<file path="config.mk">
export PLATFORM = sky130hd
export DESIGN_NAME = mem_stage_lsu
export DESIGN_NICKNAME = d
export VERILOG_FILES = /design/src/rtl/mem_stage_lsu.sv
export SDC_FILE = /design/constraint.sdc
export NUM_CORES = 1
export LEC_CHECK = 0
export CORE_UTILIZATION = 25
export DETAILED_ROUTE_END_ITERATION = 7
export GPL_ROUTABILITY_DRIVEN = 0
export GPL_TIMING_DRIVEN = 0
export PLACE_DENSITY = 0.51
export REMOVE_ABC_BUFFERS = 1
export SLEW_MARGIN = 15
export SYNTH_ARGS = -nofsm -noshare
export SYNTH_HDL_FRONTEND = slang
export SYNTH_SLANG_ARGS = --single-unit
</file>
<file path="constraint.sdc">
create_clock -name clock -period 3.7 [get_ports clock]
set_clock_uncertainty 0.05 [all_clocks]
set_input_delay 0.37 -clock clock [delete_from_list [all_inputs] [get_ports clock]]
set_output_delay 0.37 -clock clock [all_outputs]
set_load 0.01 [all_outputs]
</file>
<file path="src/rtl/mem_stage_lsu.sv">
// Memory-stage load/store unit: drives a 32-bit request/ready data port,
// splitting 128-bit vector accesses into four word beats.
module mem_stage_lsu (
  input  logic         clock,
  input  logic         async_reset,
  input  logic         sync_reset,
  input  logic         memory_transaction_M,
  input  logic         mem_write_M,
  input  logic [2:0]   width_type_M,
  input  logic [127:0] ALU_result_bus_M,
  input  logic [127:0] write_data_bus_M,
  input  logic         mem_ready,
  input  logic [31:0]  mem_rdata,
  output logic         mem_req,
  output logic         mem_we,
  output logic [31:0]  mem_addr,
  output logic [31:0]  mem_wdata,
  output logic [3:0]   mem_be,
  output logic         stall,
  output logic [127:0] load_data,
  output logic         load_valid
);

  typedef enum logic [1:0] {
    IDLE,
    ACCESS,
    DONE
  } state_e;

  typedef struct packed {
    logic [31:0] addr;
    logic [31:0] wdata;
    logic [3:0]  be;
  } beat_t;

  localparam logic [2:0] W_B   = 3'b000;
  localparam logic [2:0] W_H   = 3'b001;
  localparam logic [2:0] W_BU  = 3'b100;
  localparam logic [2:0] W_HU  = 3'b101;
  localparam logic [2:0] W_VEC = 3'b111;

  function automatic beat_t mk_beat(
    input logic [2:0]   w,
    input logic [31:0]  a,
    input logic [127:0] d,
    input logic [1:0]   k
  );
    beat_t b;
    b.addr  = {a[31:2], 2'b00};
    b.wdata = d[31:0];
    b.be    = 4'hF;
    unique case (1'b1)
      (w == W_VEC): begin
        b.addr  = {a[31:4], 4'b0000} + {28'd0, k, 2'b00};
        b.wdata = d[{k, 5'd0} +: 32];
      end
      (w[1:0] == 2'b00): begin
        b.be    = 4'b0001 << a[1:0];
        b.wdata = {4{d[7:0]}};
      end
      (w[1:0] == 2'b01): begin
        b.be    = a[1] ? 4'b1100 : 4'b0011;
        b.wdata = {2{d[15:0]}};
      end
      default: ;
    endcase
    return b;
  endfunction

  function automatic logic [31:0] ld_ext(
    input logic [2:0]  w,
    input logic [31:0] a,
    input logic [31:0] r
  );
    logic [7:0]  by;
    logic [15:0] hw;
    logic [31:0] res;
    by  = r[{a[1:0], 3'b000} +: 8];
    hw  = r[{a[1], 4'b0000} +: 16];
    res = r;
    unique case (1'b1)
      (w == W_B):  res = {{24{by[7]}}, by};
      (w == W_BU): res = {24'd0, by};
      (w == W_H):  res = {{16{hw[15]}}, hw};
      (w == W_HU): res = {16'd0, hw};
      default: ;
    endcase
    return res;
  endfunction

  state_e         state_q, state_d;
  logic [1:0]     k_q, k_d;
  logic           we_q, we_d;
  logic [2:0]     width_q, width_d;
  logic [31:0]    addr_q, addr_d;
  logic [127:0]   wdata_q, wdata_d;
  logic           req_q, req_d;
  logic           mwe_q, mwe_d;
  logic [31:0]    maddr_q, maddr_d;
  logic [31:0]    mwdata_q, mwdata_d;
  logic [3:0]     mbe_q, mbe_d;
  logic [127:0]   ld_q, ld_d;
  logic           lv_q, lv_d;

  logic           fire;
  logic           last;
  beat_t          beat_in;
  beat_t          beat_nx;
  logic           unused_alu_hi;

  assign unused_alu_hi = ^ALU_result_bus_M[127:32];

  assign fire = (state_q == ACCESS) & req_q & mem_ready;
  assign last = (width_q != W_VEC) | (k_q == 2'd3);

  assign beat_in = mk_beat(width_type_M, ALU_result_bus_M[31:0],
                           write_data_bus_M, 2'd0);
  assign beat_nx = mk_beat(width_q, addr_q, wdata_q, k_q + 2'd1);

  always_ff @(posedge clock or negedge async_reset) begin
    if (!async_reset) begin
      state_q  <= IDLE;
      k_q      <= '0;
      we_q     <= 1'b0;
      width_q  <= '0;
      addr_q   <= '0;
      wdata_q  <= '0;
      req_q    <= 1'b0;
      mwe_q    <= 1'b0;
      maddr_q  <= '0;
      mwdata_q <= '0;
      mbe_q    <= '0;
      ld_q     <= '0;
      lv_q     <= 1'b0;
    end else if (!sync_reset) begin
      state_q  <= IDLE;
      k_q      <= '0;
      we_q     <= 1'b0;
      width_q  <= '0;
      addr_q   <= '0;
      wdata_q  <= '0;
      req_q    <= 1'b0;
      mwe_q    <= 1'b0;
      maddr_q  <= '0;
      mwdata_q <= '0;
      mbe_q    <= '0;
      ld_q     <= '0;
      lv_q     <= 1'b0;
    end else begin
      state_q  <= state_d;
      k_q      <= k_d;
      we_q     <= we_d;
      width_q  <= width_d;
      addr_q   <= addr_d;
      wdata_q  <= wdata_d;
      req_q    <= req_d;
      mwe_q    <= mwe_d;
      maddr_q  <= maddr_d;
      mwdata_q <= mwdata_d;
      mbe_q    <= mbe_d;
      ld_q     <= ld_d;
      lv_q     <= lv_d;
    end
  end

  always_comb begin
    state_d = state_q;
    unique case (state_q)
      IDLE:    if (memory_transaction_M) state_d = ACCESS;
      ACCESS:  if (fire && last) state_d = DONE;
      DONE:    state_d = IDLE;
      default: state_d = IDLE;
    endcase
  end

  always_comb begin
    k_d      = k_q;
    we_d     = we_q;
    width_d  = width_q;
    addr_d   = addr_q;
    wdata_d  = wdata_q;
    req_d    = req_q;
    mwe_d    = mwe_q;
    maddr_d  = maddr_q;
    mwdata_d = mwdata_q;
    mbe_d    = mbe_q;
    ld_d     = ld_q;
    lv_d     = 1'b0;
    if (state_q == IDLE && memory_transaction_M) begin
      k_d      = 2'd0;
      we_d     = mem_write_M;
      width_d  = width_type_M;
      addr_d   = ALU_result_bus_M[31:0];
      wdata_d  = write_data_bus_M;
      req_d    = 1'b1;
      mwe_d    = mem_write_M;
      maddr_d  = beat_in.addr;
      mwdata_d = beat_in.wdata;
      mbe_d    = beat_in.be;
    end
    if (fire) begin
      k_d = k_q + 2'd1;
      if (!we_q) begin
        if (width_q == W_VEC)
          ld_d[{k_q, 5'd0} +: 32] = mem_rdata;
        else
          ld_d = {96'd0, ld_ext(width_q, addr_q, mem_rdata)};
      end
      if (last) begin
        req_d = 1'b0;
        mwe_d = 1'b0;
        lv_d  = !we_q;
      end else begin
        maddr_d  = beat_nx.addr;
        mwdata_d = beat_nx.wdata;
        mbe_d    = beat_nx.be;
      end
    end
  end

  // Stall is combinational so the pipeline holds in the launch cycle itself.
  assign stall = ((state_q == IDLE) & memory_transaction_M)
               | (state_q == ACCESS);

  assign mem_req    = req_q;
  assign mem_we     = mwe_q;
  assign mem_addr   = maddr_q;
  assign mem_wdata  = mwdata_q;
  assign mem_be     = mbe_q;
  assign load_data  = ld_q;
  assign load_valid = lv_q;

endmodule

</file>
# Word level (Yosys, flattened, before mapping)
# Index checks and enable logic that the tools add are counted.
# W data, S select, Z words.
[classes]
addsub = 3
mul = 0
n_div = 0
n_lt_le_gt_ge = 0
n_eq_ne = 16
shift = 7
muxes = 52
n_bitwise = 5
n_reduce_logical = 9
[ops]
columns = ["cell", "count"]
rows = [
  ["$mux W128", 6],
  ["$mux W32", 11],
  ["$bwmux W128", 1],
  ["$pmux W32 S4", 1],
  ["$shift A32 B9 Y128 const A", 1],
  ["$shiftx A128 B8 Y32", 1],
  ["$shiftx A32 B9 Y128", 1],
  ["$pmux W32 S3", 1],
  ["$pmux W32 S2", 1],
  ["$add A32 B4 Y32", 1],
  ["$shiftx A32 B6 Y16", 1],
  ["$shiftx A32 B6 Y8", 1],
  ["$mux W4", 7],
  ["$pmux W4 S2", 2],
  ["$mux W1", 13],
  ["$eq A3 B3 Y1 const B", 4],
  ["$mux W2", 6],
  ["$neg A7 Y9", 1],
  ["$shl A1 B2 Y4 const A", 2],
  ["$eq A2 B1 Y1 const B", 3],
  ["$logic_not A2 Y1", 3],
  ["$mux W3", 2],
  ["$ne A3 B3 Y1 const B", 2],
  ["$ne A2 B1 Y1 const B", 2],
  ["13 further kinds", 18],
]
[word_totals]
ff_bits = 367
latchBits = 0
ramBits = 0
mem_bits_ro = 0
in_bits = 297
memories = 0

# Logic depth before layout (Yosys ltp)
[depth]
ltp_word = 7
mapped_depth = 8
mapped_depth_nobuf = 6

# Worst setup path after synthesis
# Ideal clock, no wire load.
[synth_path]
path_type = "reg2reg"
startpoint = "register k_q[0]"
endpoint = "register mwdata_q[26] (netlist: mem_wdata[26])"
setup_ns = 0.126
arrival_ns = 2.253
t_required_ns = 3.524
setup_slack_ns = 1.271
stages_incl_launch_ff = 9
synth_period_minus_slack_ns = 2.429
cell_sequence = "dfrtp_1 buf_2 inv_1 ha_1 buf_2 buf_4 mux4_2 o21ai_0 a21oi_1"
[synth_via]
elab_chain_cells = 6
[synth_lines]
columns = ["element", "line_no", "source"]
rows = [
  ["from (decl)", "92", "logic [1:0] k_q, k_d;"],
  ["from (signal assigned)", "151", "k_q <= k_d;"],
  ["$add A2 B1 Y2", "118", "assign beat_nx = mk_beat(width_q, addr_q, wdata_q, k_q + 2'd1);"],
  ["$shiftx A128 B8 Y32", "55", "b.wdata = d[{k, 5'd0} +: 32];"],
  ["$pmux W32 S3", "52", "unique case (1'b1)"],
  ["$mux W32 (*)", "209", "if (last) begin"],
  ["$mux W32 (*)", "201", "if (fire) begin"],
  ["$mux W32 (*)", "135", "end else if (!sync_reset) begin"],
  ["to (signal assigned)", "159", "mwdata_q <= mwdata_d;"],
  ["to (decl)", "100", "logic [31:0] mwdata_q, mwdata_d;"],
]
# Mark *: on every way between the ends. The rest lies on a longest branch, timed or not.
# A chain may end at the register's enable or synchronous reset.

# Final worst setup path
[layout_path]
startpoint = "register width_q[1]"
endpoint = "register ld_q[64] (netlist: load_data[64])"
[layout_via]
elab_chain_cells = 5
[layout_lines]
columns = ["element", "line_no", "source"]
rows = [
  ["from (decl)", "94", "logic [2:0] width_q, width_d;"],
  ["from (signal assigned)", "153", "width_q <= width_d;"],
  ["$eq A3 B3 Y1", "204", "if (width_q == W_VEC)"],
  ["$mux W128", "204", ""],
  ["$mux W128", "203", "if (!we_q) begin"],
  ["$mux W128", "201", ""],
  ["$mux W128", "135", ""],
  ["to (signal assigned)", "161", "ld_q <= ld_d;"],
  ["to (decl)", "102", "logic [127:0] ld_q, ld_d;"],
]
# Every way passes these cells. The select of a mux whose other input is x is not followed.

==> results.cfg <==
[sta]
fmax_ghz = 0.2933
slew_violations = 0
fin_ws_ns = 0.2903
period_share = 0.9215
final-setup-viol-count = 0
max_slew.worst_pin.slew_ns = 1.069
slew_headroom = 0.2847
layout_min_cycle_time_ns = 3.410
finalHoldViolations = 0
whs_ns = 0.1504

[yosys]
synth_top_area_frac = 0.5563
yosysMostFrequentCell = nand2_1
yosys.area_share.adder = 0.004572
avgSynthCellArea_um2 = 10.05
synth-async-reset-ratio = 1.000
yosys.area.top_type = dfrtp_1
muxShareOfSynthArea = 0.06493
synth_compound_area_frac = 0.2025
synth_area_um2 = 16420
synth_commonest_cells = nand2_1 (421), dfrtp_1 (365), a21oi_1 (209)
ys_seq_area_frac = 0.5563
synthSimpleGateAreaFrac = 0.1287
synth_edf_count = 0
synthTopCellsByArea = dfrtp_1 (56%), nand2_1 (9.6%), a21oi_1 (6.4%)
synthFlopType = dfrtp_1
syn_inst = 1633
ys_seq_elements = 365
yosys_warnings = 0
synth_top_family_by_area = compound AO/OA/AOI/OAI gates
synthXorXnorAreaFrac = 0
ys_types = 66

[setup_path]
end_kind = flip-flop
critical_path_arrival_ns = 3.76
critPathKind = reg -> reg
cp_max_fo = 32
required_ns = 4.05
startpoint_type = flip-flop

[cts]
worstSkewPairLatency_ns = 0.58
post-cts-setup-buffers = 0
clk_pin_slew_ns = 0.06
cts_tree = built
cts_buffer_depth = 3
clock_sinks = 365
cts_buffers = 44
cts_root_buffer = clkbuf_16
cts_htree_levels = 2

[final_layout]
final_util = 0.3560
synthToLayoutAreaGrowth_pct = 40.27
drive_gt1_frac = 0.08408
instances_no_fill = 2869
layout.nets = 2278

[placement]
dp.cells = 2782
dp_slack_ns = -0.4625
portBuffers = 400
post-dp-hpwl_mm = 40.99

[die]
die_height_um = 258.3
rows = 93
core_um2 = 64700
die_w_um = 258.3
io-pin-count = 497
die_area_um2 = 66700
start_util = 0.2538

[detailed_routing]
ant_nets = 0
route.detailed.drc = 0
drt_first_pass_iters = 5
wirelength_mm = 59.10
vias_per_cell = 4.830
num_vias = 13860
wl_per_cell_um = 20.60
drt_iter0_drc = 811

[grt]
antenna_found_initial = 16
grt_pass1_vias = 14420
grt.overflow.total = 0
grt_max_degree = 139
grt_pass1_wl_mm = 90.00
track_usage = 0.1741

[power]
vdd_drop_max_mv = 0.2858
total_power_uw = 9777
leakage_uw = 0.009600
power_density_nw_per_um2 = 424.5

[status]
status = completed

[flow_run]
cap_violations = 0

[hold_path]
hold_class = in -> async
-- through the flow --
stage | cell area, um^2 | TNS [ns]
2_1_floorplan | 15760 | -988.51
3_3_place_gp | 20840 | -8175.35
3_5_place_dp | 21590 | -25.50
4_1_cts | 23010 | 0
5_1_grt | 23020 | -0.003776
6_report | 23030 | 0
-- critical path: stages, from the launching register on --
cell and delay, ns:
dfrtp_1 0.92, nand4_1 0.66, nor2_4 0.67, or2_2 0.68
o21ai_0 0.23
-- path summary, 6_finish.rpt --
check	from	endpoint	slack [ns]	cells past startpoint
max	width_q[1]$_DFFE_PN0P_	load_data[64]$_DFFE_PN0P_	0.29	4
min	async_reset	load_data[105]$_DFFE_PN0P_	0.15	2
max reg2reg	width_q[1]$_DFFE_PN0P_	load_data[64]$_DFFE_PN0P_	0.29	4
min reg2reg	we_q$_DFFE_PN0P_	load_valid$_DFF_PN0_	0.43	1
max in group asynchronous	async_reset	wdata_q[10]$_DFFE_PN0P_	1.88	5
min in group clock	width_type_M[1]	width_q[1]$_DFFE_PN0P_	0.26	3
-- routing by layer --
metal	wire, um	track usage	up-vias	share of wire
met5	151	0	-	0.0026
met4	1015	0.03780	24	0.017
met3	4774	0.05829	87	0.081
met2	28250	0.2921	426	0.48
met1	24900	0.2162	6863	0.42
li1	-	-	6456	-
-- state kept, by name, indices dropped and copies added (netlist names) --
| register | cells |
|---|---|
| addr_q | 30 |
| k_q | 2 |
| load_data | 128 |
| load_valid | 1 |
| mem_addr | 32 |
| mem_be | 4 |
| mem_req | 1 |
| mem_wdata | 32 |
| mem_we | 1 |
| state_q | 2 |
| wdata_q | 128 |
| we_q | 1 |
| width_q | 3 |
-- layout make-up --
class	instances	area (um^2)
clock inverter	19	161.4
antenna	4	10.01
sequential	365	9138
tap	855	1070
inverter	13	56.30
clock buffer	62	1250
timing repair buffer	436	4686
multi-input combinational	1115	6659
fill	6523	41670
-- logic make-up after synthesis --
logic type                 Yosys count
AOI/OAI and AO/OA                  512
adders and majority gates            6
DFF                                365
and+or+nand+nor                    522
buffers and inverters              154
muxes                               74
-- cells in the final DEF, fill, tap and decap left out, types with 4 or more instances in the layout --
cell               n
nand2_1          421
o2bb2ai_1          8
a21o_1            11
buf_16            14
clkdlybuf4s50_1  397
o21ai_0           74
a31oi_1            5
mux4_2            25
diode_2            4
a211o_1            8
clkbuf_8           6
dfrtp_1          364
a22o_1            83
nor2_1            55
mux2i_1           39
buf_4              4
nor3_1             6
buf_8             13
o211ai_1           5
ha_1               5
clkinv_2          12
nand2b_1           6
inv_1             12
clkbuf_1          11
clkbuf_16         45
a222oi_1           8
nand3_1            4
o32ai_1            4
a31o_1             6
a21oi_1          209
mux2_2            10
a311oi_1          28
o21ai_1           24
a22oi_1            5
a211oi_1          12
-- power breakdown --
group | switching [uW] | internal [uW]
clock network | 1780 | 2500
registers | 106 | 4150
logic | 667 | 572
-- repair_timing --
item,CTS,global route
endpoints found under the setup margin,0,7
gates resized for setup,0,2
hold buffers,1,0
endpoints found under the hold margin,105,0
(Power assumes the default switching activity.)
